==> src/rtl/regfile_dump_reader.sv <==
`default_nettype none
// ============================================================================
//  Module      : regfile_dump_reader
//  Description : Sequential reader on the register-file debug port. A start
//                pulse walks debug_addr from first_addr to last_addr, wrapping
//                modulo 2**ADDR_W. Each register is snapshotted and offered
//                as an (addr, data) valid/ready beat. The regfile is never
//                written.
//  Ports       : clk, rst_n          - clock, async active-low reset
//                start               - begin a dump (sampled in IDLE only)
//                first_addr/last_addr- dump range (sampled with start)
//                debug_addr          - registered address to regfile debug port
//                debug_data_reg      - combinational regfile read data
//                out_valid/out_ready - output stream handshake
//                out_addr/out_data   - captured register address / value
//                busy                - high in any state except IDLE
//                done                - one-cycle pulse after the last handshake
//  Revision    : 1.0 - initial release
// ============================================================================
module regfile_dump_reader #(
    parameter int ADDR_W = 5,
    parameter int DATA_W = 32
) (
    input  logic              clk,
    input  logic              rst_n,
    input  logic              start,
    input  logic [ADDR_W-1:0] first_addr,
    input  logic [ADDR_W-1:0] last_addr,
    output logic [ADDR_W-1:0] debug_addr,
    input  logic [DATA_W-1:0] debug_data_reg,
    output logic              out_valid,
    input  logic              out_ready,
    output logic [ADDR_W-1:0] out_addr,
    output logic [DATA_W-1:0] out_data,
    output logic              busy,
    output logic              done
);

    typedef enum logic [1:0] {
        S_IDLE  = 2'd0,
        S_FETCH = 2'd1,
        S_HOLD  = 2'd2
    } state_t;

    localparam logic [ADDR_W-1:0] c_addr_one = {{(ADDR_W-1){1'b0}}, 1'b1};

    state_t            r_state;
    logic [ADDR_W-1:0] r_last;

    always_ff @(posedge clk or negedge rst_n) begin
        if (!rst_n) begin
            r_state    <= S_IDLE;
            r_last     <= '0;
            debug_addr <= '0;
            out_addr   <= '0;
            out_data   <= '0;
            out_valid  <= 1'b0;
            busy       <= 1'b0;
            done       <= 1'b0;
        end else begin
            // done is a single-cycle pulse; only the final handshake raises it
            done <= 1'b0;
            case (r_state)
                S_IDLE: begin
                    if (start) begin
                        debug_addr <= first_addr;
                        r_last     <= last_addr;
                        r_state    <= S_FETCH;
                        busy       <= 1'b1;
                    end
                end
                S_FETCH: begin
                    // Snapshot: later regfile writes cannot disturb out_data.
                    // r0 has no storage, so its read data is ignored.
                    out_addr  <= debug_addr;
                    out_data  <= (debug_addr == '0) ? '0 : debug_data_reg;
                    out_valid <= 1'b1;
                    r_state   <= S_HOLD;
                end
                S_HOLD: begin
                    if (out_valid && out_ready) begin
                        out_valid <= 1'b0;
                        if (out_addr == r_last) begin
                            done    <= 1'b1;
                            busy    <= 1'b0;
                            r_state <= S_IDLE;
                        end else begin
                            // natural wrap from all-ones back to 0
                            debug_addr <= debug_addr + c_addr_one;
                            r_state    <= S_FETCH;
                        end
                    end
                end
                default: begin
                    out_valid <= 1'b0;
                    busy      <= 1'b0;
                    r_state   <= S_IDLE;
                end
            endcase
        end
    end

endmodule
`default_nettype wire
==> config.mk <==
export PLATFORM = sky130hd
export DESIGN_NAME = regfile_dump_reader
export DESIGN_NICKNAME = d
export VERILOG_FILES = /design/src/rtl/regfile_dump_reader.sv
export SDC_FILE = /design/constraint.sdc
export NUM_CORES = 1
export LEC_CHECK = 0
export BUFFER_PORTS_ARGS = -buffer_cell sky130_fd_sc_hd__buf_2
export CAP_MARGIN = 25
export CORE_ASPECT_RATIO = 1.2
export CORE_MARGIN = 4
export CORE_UTILIZATION = 45
export DETAILED_ROUTE_END_ITERATION = 7
export PLACE_DENSITY = 0.76
export SYNTH_ARGS = -nofsm -noshare
export SYNTH_HDL_FRONTEND = slang
export SYNTH_SLANG_ARGS = --single-unit
==> constraint.sdc <==
create_clock -name clk -period 2.2 [get_ports clk]
set_input_delay 0.11 -clock clk [delete_from_list [all_inputs] [get_ports clk]]
set_output_delay 0.11 -clock clk [all_outputs]
set_load 0.01 [all_outputs]
== Yosys cells after proc, flatten, opt, wreduce, memory -nomap -nowiden ==
Index checks and enable logic that the tools add are counted.
Word-level totals
  bits in registers: 52
  word-level logic and storage cells: 45
  input bits: 46
Operators by class
  multiplexer cells: 18
  equality and inequality tests: 7
  add/sub/neg operators: 1
  bitwise logic cells: 2
  reductions and logical operators: 9
Operators with widths (count)
  2-to-1 mux 32 bit: 1
  2-to-1 mux 5 bit: 3
  one-hot mux 5 bit (2 select lines): 1
  2-to-1 mux 1 bit: 8
  inequality test 2 bit (second input constant): 4
  AND reduction 4 bit: 2
  one-hot mux 1 bit (3 select lines): 2
  one-hot mux 2 bit (3 select lines): 1
  AND reduction 2 bit: 3
  adder 5 x 1 -> 5 bit (second input constant): 1
  == test 5 bit: 1
  zero test 5 bit: 1
  2-to-1 mux 2 bit: 2
  == test 2 x 1 -> 1 bit (second input constant): 1
  == test 2 bit (second input constant): 1
  zero test 2 bit: 1
  NOT 1 bit: 2
  nonzero test 2 bit: 1
  logical AND 1 bit: 1

== Longest topological paths before layout ==
Gate-level depths: netlist of the first run.
  depth in word-level cells: 4
  gate-level depth with buffers: 6
  depth with buffers taken out: 5

== Least setup slack after synthesis of the first run ==
Ideal clock, no wire load.
  kind: register to register
  from: register out_addr[2]
  to: register busy
  slack: 0.581 ns
  cell stages (with the launch flop): 5
  data arrival time: 1.493 ns
  period minus slack after synthesis: 1.619 ns
  cells stage by stage: dfrtp_1 -> nor2b_4 -> a2111oi_4 -> nand4_2 -> a311o_1
Between the ends
  word-level cells in the longest chain between the ends: 3
RTL lines
  from (decl): line 33  | output logic [ADDR_W-1:0] out_addr,
  from (signal assigned): line 75  | out_addr <= debug_addr;
  == test 5 bit: line 83  | if (out_addr == r_last) begin
  inequality test 2 bit (no source line)
  AND reduction 4 bit (no source line)
  to (signal assigned): line 69  | busy <= 1'b1;
  to (signal assigned): line 85  | busy <= 1'b0;
  to (signal assigned): line 96  | busy <= 1'b0;
  to (decl): line 35  | output logic busy,
No other way between the ends.
A chain may end at the register's enable or synchronous reset.

== Final worst setup path of the first run ==
  from: register r_state[1]
  to: register debug_addr[2]
Between the ends
  word-level cells in the longest chain between the ends: 3
  elaborated cells on any way between the ends: 8
  those cells by class: eq/ne (4); mux (1); reduce/logical (3)
RTL lines
  from (decl): line 47  | state_t r_state;
  from (signal assigned): line 52  | r_state <= S_IDLE;
  from (signal assigned): line 68  | r_state <= S_FETCH;
  from (signal assigned): line 78  | r_state <= S_HOLD;
  == test 2 bit / zero test 2 bit (equally long branches): line 63  | case (r_state)
  inequality test 2 bit (no source line) / nonzero test 2 bit (equally long branches)
  AND reduction 4 bit (no source line)
  to (signal assigned): line 66  | debug_addr <= first_addr;
  to (signal assigned): line 89  | debug_addr <= debug_addr + c_addr_one;
  to (decl): line 29  | output logic [ADDR_W-1:0] debug_addr,
Several ways; a longest one is shown, not always the timed one.

==> flow_metrics.tcl, run 1 <==
set metrics [dict create \
    max_freq_ghz 0.578 \
    fin_crit_ns 1.73 \
    hold_violations 0 \
    areaGrowthSynthToFinish_pct 27.7 \
    outcome "complete, no violations" \
    ys_warn_count 0 \
    gp_congestion 0.781 \
    port_buffers 90 \
    yosys_register_bits 52 \
    cts_tree "built" \
    fillers 406 \
    period_share 0.786 \
    syn_area_um2 2190 \
    rows 27 \
    final_util 0.601 \
    slowest_delay_ns 0.59 \
    slew_violations 0 \
    cts_buffer_depth 2 \
    power_density_nw_per_um2 1510 \
    antenna_found_initial 0 \
    ys_seq_area_frac 0.593 \
    drv_cap 0 \
    vias 1699 \
    yosys.area.top_type "dfrtp_1" \
    r2r_slack_ns 0.47 \
    h-tree-depth 2 \
    first_iter_violations 111 \
    cts_root_buf "clkbuf_8" \
    tns_ns 0 \
    required_ns 2.42 \
    syn_nets 218 \
    relSlewSlack 0.618 \
    setup_viol_count_final 0 \
    clk_latency_ns 0.30 \
    grt_use_total 0.159 \
    crit_path_end_kind "flip-flop" \
    dp_hpwl_um 3540 \
    path_class "reg2reg" \
    viasPerCell 5.28 \
    seq_area_um2 1300 \
    start_util 0.471 \
    nets 311 \
    critical_path_arrival_ns 1.95 \
    cts.sinks 52 \
    crit_path_cell_trace "nor2b_1 -> a31oi_4 -> or2_2 -> o211ai_1" \
    ys_types 36 \
    core_um2 4660 \
    ir_drop_mv 0.670 \
    drc_errors 0 \
    critPathMaxFanout 13 \
    ant_nets 0 \
    dieWidth_um 71.8 \
    first_pass_iters 4 \
    grt-ovfl-total 0 \
    worstMarginPinSlew_ns 0.574 \
    synth_top_area_frac 0.593 \
    cp_slowest_cell "dfrtp_1" \
    skew_ns 0.00713 \
    syn_area_per_cell_um2 12.9 \
    wl_per_cell_um 14.7 \
    leakage_uw 0.00142 \
    synth.area.top_cells "dfrtp_1 59%, a22o_1 13%, mux2_2 3.1%, o21ai_0 2.3%, nand2_1 1.5%" \
    grt_pass1_wl_um 7780 \
    grt_max_degree 33 \
    synth_cells 170 \
    wl_um 4740 \
    cts.clk_slew.worst_paths_ns 0.09 \
    cts_buffers 5 \
    rsz0062_at_grt "no" \
    io_pins 91 \
    die_h_um 84.5 \
    grt_pass1_vias 1694 \
    cp-start-kind "flip-flop" \
    worstHoldPathType "in2reg" \
    multiInputGateArea_um2 822 \
    diodes 0 \
    drive_above_1_share 0.443 \
    die-area_um2 6060 \
]
[kinds of logic (layout without fill, tap and decap cells)]
logic type / Yosys count / count (layout) / synth area share
AO/OA/AOI/OAI: 55 / 55 / 0.213
buffers and inverters: 16 / 110 / 0.0336
flip-flops: 52 / 52 / 0.593
XOR/XNOR: 3 / 3 / 0.0120
adder cells (fa/ha/maj): 2 / 2 / 0.0114
AND/OR/NAND/NOR: 34 / 34 / 0.0975
multiplexers: 8 / 8 / 0.0399
[final timing paths]
| path | start | to | cells after the start |
|---|---|---|---|
| hold / removal | last_addr[2] | r_last[2] | 3 |
| hold reg to reg | out_data[11] | out_data[11] | 1 |
| setup / recovery | r_state[1] | debug_addr[2] | 4 |
| setup reg to reg | r_state[1] | debug_addr[2] | 4 |
| max in group asynchronous | rst_n | out_data[11] | 3 |
| min in group asynchronous | rst_n | done | 2 |
[worst max-delay path: cells and delay by family, from the launching register on]
kind	cells	cell delay, ns
AND/OR/NAND/NOR	2	0.73
flip-flops	1	0.59
AO/OA/AOI/OAI	2	0.33
[synth_stat cells]
library cell / n
dfrtp_1: 52
and2_1: 3
or3_1: 2
nor4b_1: 1
xnor2_1: 1
a31o_2: 1
nor3b_4: 1
buf_6: 1
a21o_1: 2
or2_2: 1
a21oi_1: 1
o21a_1: 1
nor2_1: 3
nor2b_4: 1
a22o_1: 32
and3_2: 1
ha_1: 2
nor2b_1: 2
nand2b_1: 2
a311o_1: 1
nand4_1: 4
nand2_1: 9
nor4bb_1: 1
buf_2: 5
clkbuf_1: 4
nand3_1: 2
inv_1: 6
o221a_2: 1
a31oi_4: 1
mux2i_1: 2
mux2_2: 6
xor2_1: 2
a2111oi_4: 1
nand4_2: 1
o211ai_1: 4
o21ai_0: 10
[registers in the layout, summed over array words and instances, names as in the netlist]
| name | count |
|---|---|
| out_data | 32 |
| debug_addr | 5 |
| out_addr | 5 |
| r_last | 5 |
| r_state | 2 |
| busy | 1 |
| done | 1 |
| out_valid | 1 |
[routing by layer]
metal / part of all wire / GRT usage / vias up
met3: 0.073 / 0.0383 / 6
met2: 0.49 / 0.273 / 61
met4: 0.012 / 0.0410 / 0
li1: - / - / 813
met5: 0 / 0 / -
met1: 0.42 / 0.201 / 819
[power by group]
part / leakage [µW] / switching, µW / total, µW / internal (µW)
registers: 0.000643 / 368 / 1780 / 1410
clock network: 0.0000424 / 292 / 519 / 228
logic: 0.000736 / 998 / 1940 / 941
[placed cells by master (no fill, tap or decap), drive strengths merged]
master	count
a2111oi	1
a21o	2
a21oi	1
a22o	32
a311o	1
a31o	1
a31oi	1
and2	3
and3	1
buf	95
clkbuf	7
clkinv	1
dfrtp	52
dlygate4sd3	1
ha	2
inv	6
mux2	6
mux2i	2
nand2	9
nand2b	2
nand3	2
nand4	5
nor2	3
nor2b	3
nor3b	1
nor4b	1
nor4bb	1
o211ai	4
o21a	1
o21ai	10
o221a	1
or2	1
or3	2
xnor2	1
xor2	2
[timing repair]
action / 4_1_cts / 5_1_grt
resized for setup: 0 / 0
endpoints found under the hold margin: 25 / 0
buffers inserted: 0 / 0
hold buffers: 1 / 0
[metrics by stage]
step	setup WS, ns	cell area (µm²)	hold WS (ns)	std cells	total power (µW)
2_1_floorplan	0.581	2190	-0.186	170	3060
3_3_place_gp	0.547	2710	0.143	313	3700
3_5_place_dp	0.483	2710	0.155	313	3760
4_1_cts	0.478	2800	0.0136	322	4280
5_1_grt	0.341	2800	0.0124	322	4540
6_report	0.470	2800	0.0183	322	4240
[cell type report]
| cell class | instances | area share |
|---|---|---|
| Clock buffer | 7 | 0.0272 |
| Clock inverter | 1 | 0.00313 |
| Inverter | 6 | 0.00804 |
| Multi-Input combinational cell | 102 | 0.293 |
| Sequential cell | 52 | 0.464 |
| Tap cell | 58 | 0.0259 |
| Timing Repair Buffer | 96 | 0.178 |
Note: power is estimated with default switching activity, not from simulation.
==> run 2, diff against run 1 <==
- clock period: 2.2 -> 1.75 ns (I/O delays scaled with it)
==> flow_metrics.tcl, run 2 (synthesis gave the netlist of run 1 again) <==
set metrics [dict create \
    leakage_uw 0.00151 \
    power_density_nw_per_um2 1830 \
    reg2reg_depth 5 \
    hold_depth 2 \
    min_to "out_data[12]" \
    nets 330 \
    whs_ns 0.0119 \
    cts_root_buf "clkbuf_8" \
    cts_tree "built" \
    critical_path_arrival_ns 1.85 \
    cts_buffer_depth 2 \
    h-tree-depth 2 \
    core_um2 4660 \
    vias 1770 \
    die_h_um 84.5 \
    cp-start-kind "flip-flop" \
    crit_buf_inv 1 \
    clk_latency_ns 0.29 \
    slew_violations 0 \
    outcome "complete, no violations" \
    fin_crit_ns 1.67 \
    regMostFlops "out_data" \
    cts_resized 0 \
    start_util 0.471 \
    critical_path.top_delay_family "compound AO/OA/AOI/OAI gates" \
    grt_max_degree 33 \
    crit_path_cell_trace "xor2_1 -> a2111oi_4 -> buf_4 -> nand4_2 -> a311o_1" \
    critPathMaxFanout 6 \
    worstHoldPathType "in2reg" \
    grt_pass1_vias 1808 \
    tns_ns 0 \
    grt-ovfl-total 0 \
    die-area_um2 6060 \
    drv_cap 0 \
    setup_viol_count_final 0 \
    path_class "reg2reg" \
    drive_above_1_share 0.436 \
    port_buffers 90 \
    r2r_slack_ns 0.08 \
    ir_drop_mv 0.798 \
    layout_common_cells "90 x buf_2, 52 x dfrtp_1, 32 x a22o_1, 14 x dlygate4sd3_1, 10 x o21ai_0" \
    r2r_end "busy" \
    wl_um 4990 \
    io_pins 91 \
    skew_ns 0.00946 \
    dieWidth_um 71.8 \
    first_pass_iters 4 \
    required_ns 1.94 \
    viasPerCell 5.21 \
    cts.clk_slew.worst_paths_ns 0.09 \
    diodes 0 \
    cp_slowest_cell "dfrtp_1" \
    worstHoldStart "debug_data_reg[12]" \
    worstMarginPinSlew_ns 0.486 \
    cts_buffers 5 \
    crit_path_end_kind "flip-flop" \
    grt_use_total 0.171 \
    relSlewSlack 0.676 \
    hold_violations 0 \
    drc_errors 0 \
    regToRegStartpoint "r_last[3]" \
    wl_per_cell_um 14.7 \
    rows 27 \
    first_iter_violations 96 \
    grt_pass1_wl_um 8290 \
    ant_nets 0 \
    cts.sinks 52 \
    period_share 0.952 \
    layout_commonest_cell "buf_2" \
    antenna_found_initial 0 \
    areaGrowthSynthToFinish_pct 36.4 \
    largest_reg_flops 32 \
    max_freq_ghz 0.600 \
    slowest_delay_ns 0.40 \
    gp_congestion 0.831 \
    dp_hpwl_um 3620 \
]
run 2: cell types whose count changed in the layout (fill, tap and decap cells not counted):
cell           change
buf_12             +2
clkinv_4           -1
dlygate4sd3_1     +13
clkinv_2           +1
buf_4              +4
clkbuf_1           -1
run 2: final cells by class:
class                           count  area [µm²]
Fill cell                         355        1670
Sequential cell                    52        1300
Multi-Input combinational cell    102         822
Timing Repair Buffer              115         698
Clock buffer                        6        72.6
Tap cell                           58        72.6
Inverter                            6        22.5
Clock inverter                      1        5.00
run 2: how the worst max path moves through the flow:
| stage | start | to | slack, ns | depth (start not counted) |
|---|---|---|---|---|
| floorplan | out_addr[2] | busy | 0.13 | 4 |
| global placement | r_last[0] | busy | 0.1 | 4 |
| detailed placement | out_addr[2] | busy | 0.07 | 4 |
| CTS | out_addr[2] | busy | 0.06 | 4 |
| global route | r_last[3] | busy | -0.01 | 5 |
| finish | r_last[3] | busy | 0.08 | 5 |
run 2: metrics by stage:
| step | instance area [µm²] | setup slack [ns] | std cells | util | total power [µW] |
|---|---|---|---|---|---|
| 2_1_floorplan | 2190 | 0.131 | 170 | - | 3850 |
| 3_3_place_gp | 2760 | 0.0965 | 317 | 0.592 | 4780 |
| 3_5_place_dp | 2760 | 0.0733 | 317 | 0.592 | 4840 |
| 4_1_cts | 2970 | 0.0561 | 337 | 0.637 | 5500 |
| 5_1_grt | 2990 | -0.00959 | 340 | 0.642 | 5910 |
| 6_report | 2990 | 0.0843 | 340 | 0.642 | 5490 |
run 2: repair_timing:
item,in CTS,in global routing
setup endpoints to repair,0,1
endpoints found under the hold margin,33,1
hold buffers,13,1
setup buffers,0,2
run 2: worst reg2reg max path, delay by kind of cell (launching register included):
| family | cells | cell delay, ns |
|---|---|---|
| flip-flops | 1 | 0.40 |
| AO/OA/AOI/OAI | 2 | 0.67 |
| XOR/XNOR | 1 | 0.19 |
| AND/OR/NAND/NOR | 1 | 0.11 |
| buffers and inverters | 1 | 0.19 |
run 2: per-layer routing:
metal	up-vias	track usage	part of all wire
met1	853	0.212	0.40
met4	0	0.0410	0.0072
met5	-	0	0
met2	65	0.299	0.52
li1	848	-	-
met3	4	0.0407	0.072
run 2: where the power goes:
group / internal [µW] / leakage, µW / switching, µW
Sequential: 1770 / 0.000643 / 441
Clock: 273 / 0.0000410 / 352
Combinational: 1350 / 0.000828 / 1310
Total: 3390 / 0.00151 / 2100
==> run 3, diff against run 2 <==
- RECOVER_POWER: not set -> 25
==> flow_metrics.tcl, run 3 (synthesis gave the netlist of run 1 again) <==
set metrics [dict create \
    final_util 0.638 \
    final-instance-count-excl-fill 340 \
    grt_pass1_wl_um 8290 \
    crit_buf_inv 1 \
    rows 27 \
    h-tree-depth 2 \
    wl_um 4980 \
    regMostFlops "out_data" \
    cts_tree "built" \
    gp_congestion 0.831 \
    areaGrowthSynthToFinish_pct 35.5 \
    first_pass_iters 4 \
    drc_errors 0 \
    max_freq_ghz 0.600 \
    io_pins 91 \
    period_share 0.952 \
    grt_pass1_vias 1808 \
    wl_per_cell_um 14.6 \
    cts.clk_slew.worst_paths_ns 0.09 \
    hold_violations 0 \
    crit_path_cell_trace "xor2_1 -> a2111oi_4 -> buf_4 -> nand4_2 -> a311o_1" \
    cts_buffer_depth 2 \
    drv_cap 0 \
    critPathMaxFanout 6 \
    cp_slowest_cell "dfrtp_1" \
    die-area_um2 6060 \
    dp_hpwl_um 3620 \
    antenna_found_initial 0 \
    drive_above_1_share 0.376 \
    worstHoldPathType "in2reg" \
    worstMarginPinSlew_ns 1.16 \
    worstHoldStart "debug_data_reg[14]" \
    layout_common_cells "73 x buf_2, 52 x dfrtp_1, 32 x a22o_1, 18 x clkbuf_1, 14 x dlygate4sd3_1" \
    diodes 0 \
    critical_path.top_delay_family "compound AO/OA/AOI/OAI gates" \
    leakage_uw 0.00146 \
    total_power_uw 5460 \
    skew_ns 0.00876 \
    viasPerCell 5.20 \
    cp-start-kind "flip-flop" \
    largest_reg_flops 32 \
    ir_drop_mv 0.799 \
    slew_violations 0 \
    crit_path_end_kind "flip-flop" \
    cts_root_buf "clkbuf_8" \
    regToRegStartpoint "r_last[3]" \
    cts.sinks 52 \
    outcome "complete, no violations" \
    port_buffers 90 \
    slowest_delay_ns 0.40 \
    relSlewSlack 0.228 \
    die_h_um 84.5 \
    start_util 0.471 \
    power_density_nw_per_um2 1840 \
    vias 1769 \
    layout_commonest_cell "buf_2" \
    dieWidth_um 71.8 \
    core_um2 4660 \
    grt-ovfl-total 0 \
    path_class "reg2reg" \
    cts_resized 0 \
    ant_nets 0 \
    cts_buffers 5 \
    clk_latency_ns 0.29 \
    required_ns 1.94 \
    startpoint "r_last[3]" \
    nets 330 \
    first_iter_violations 100 \
    setup_viol_count_final 0 \
    fin_crit_ns 1.67 \
    place_inst 317 \
    grt_use_total 0.171 \
    grt_max_degree 33 \
    critical_path_arrival_ns 1.85 \
]
## run 3: cell types whose count changed in the layout (fill, tap and decap cells not counted)
cell / before / now
buf_2: 90 / 73
clkbuf_1: 1 / 18
## run 3: worst register-to-register path: cells and delay by family (launching register included)
| family | cells | cell delay, ns |
|---|---|---|
| XOR/XNOR | 1 | 0.19 |
| AND/OR/NAND/NOR | 1 | 0.11 |
| AO/OA/AOI/OAI | 2 | 0.67 |
| buffers and inverters | 1 | 0.19 |
| flip-flops | 1 | 0.40 |
## run 3: routing by layer
| layer | vias up | share of wire | global-route usage |
|---|---|---|---|
| met5 | - | 0 | 0 |
| met1 | 847 | 0.40 | 0.212 |
| met2 | 69 | 0.52 | 0.299 |
| met3 | 4 | 0.079 | 0.0407 |
| met4 | 0 | 0.0072 | 0.0410 |
| li1 | 849 | - | - |
## run 3: final timing paths
kind | endpoint | slack (ns) | depth (start not counted)
max | busy | 0.08 | 5
min | out_data[14] | 0.01 | 2
max reg2reg | busy | 0.08 | 5
min reg2reg | out_data[30] | 0.50 | 1
max in group asynchronous | out_data[0] | 0.45 | 3
min in group asynchronous | out_data[29] | 0.56 | 2
## run 3: what timing repair did
item | in CTS | in global routing
hold endpoints to repair | 33 | 1
setup buffers | 0 | 2
hold buffers | 13 | 1
endpoints found under the setup margin | 0 | 1
## run 3: where the power goes
part	internal, µW	leakage (µW)	switching (µW)	total (µW)
sequential	1770	0.000643	448	2220
combinational	1300	0.000771	1310	2610
clock	273	0.0000410	351	624
## run 3: final cells by class
cell class | instances | area [µm²]
Multi-Input combinational cell | 102 | 822
Clock inverter | 1 | 5.00
Sequential cell | 52 | 1300
Tap cell | 58 | 72.6
Clock buffer | 6 | 72.6
Timing Repair Buffer | 115 | 677
Inverter | 6 | 22.5
Fill cell | 365 | 1690
## run 3: through the flow
stage | hold slack, ns | setup slack (ns) | cell area, µm² | TNS [ns]
final | 0.0109 | 0.0843 | 2970 | 0
after floorplan | -0.208 | 0.131 | 2190 | 0
after global placement | 0.0734 | 0.0965 | 2760 | 0
after global routing | 0.0000904 | -0.00959 | 2970 | -0.00959
after CTS | 0.000149 | 0.0561 | 2970 | 0
after detailed placement | 0.0813 | 0.0733 | 2760 | 0
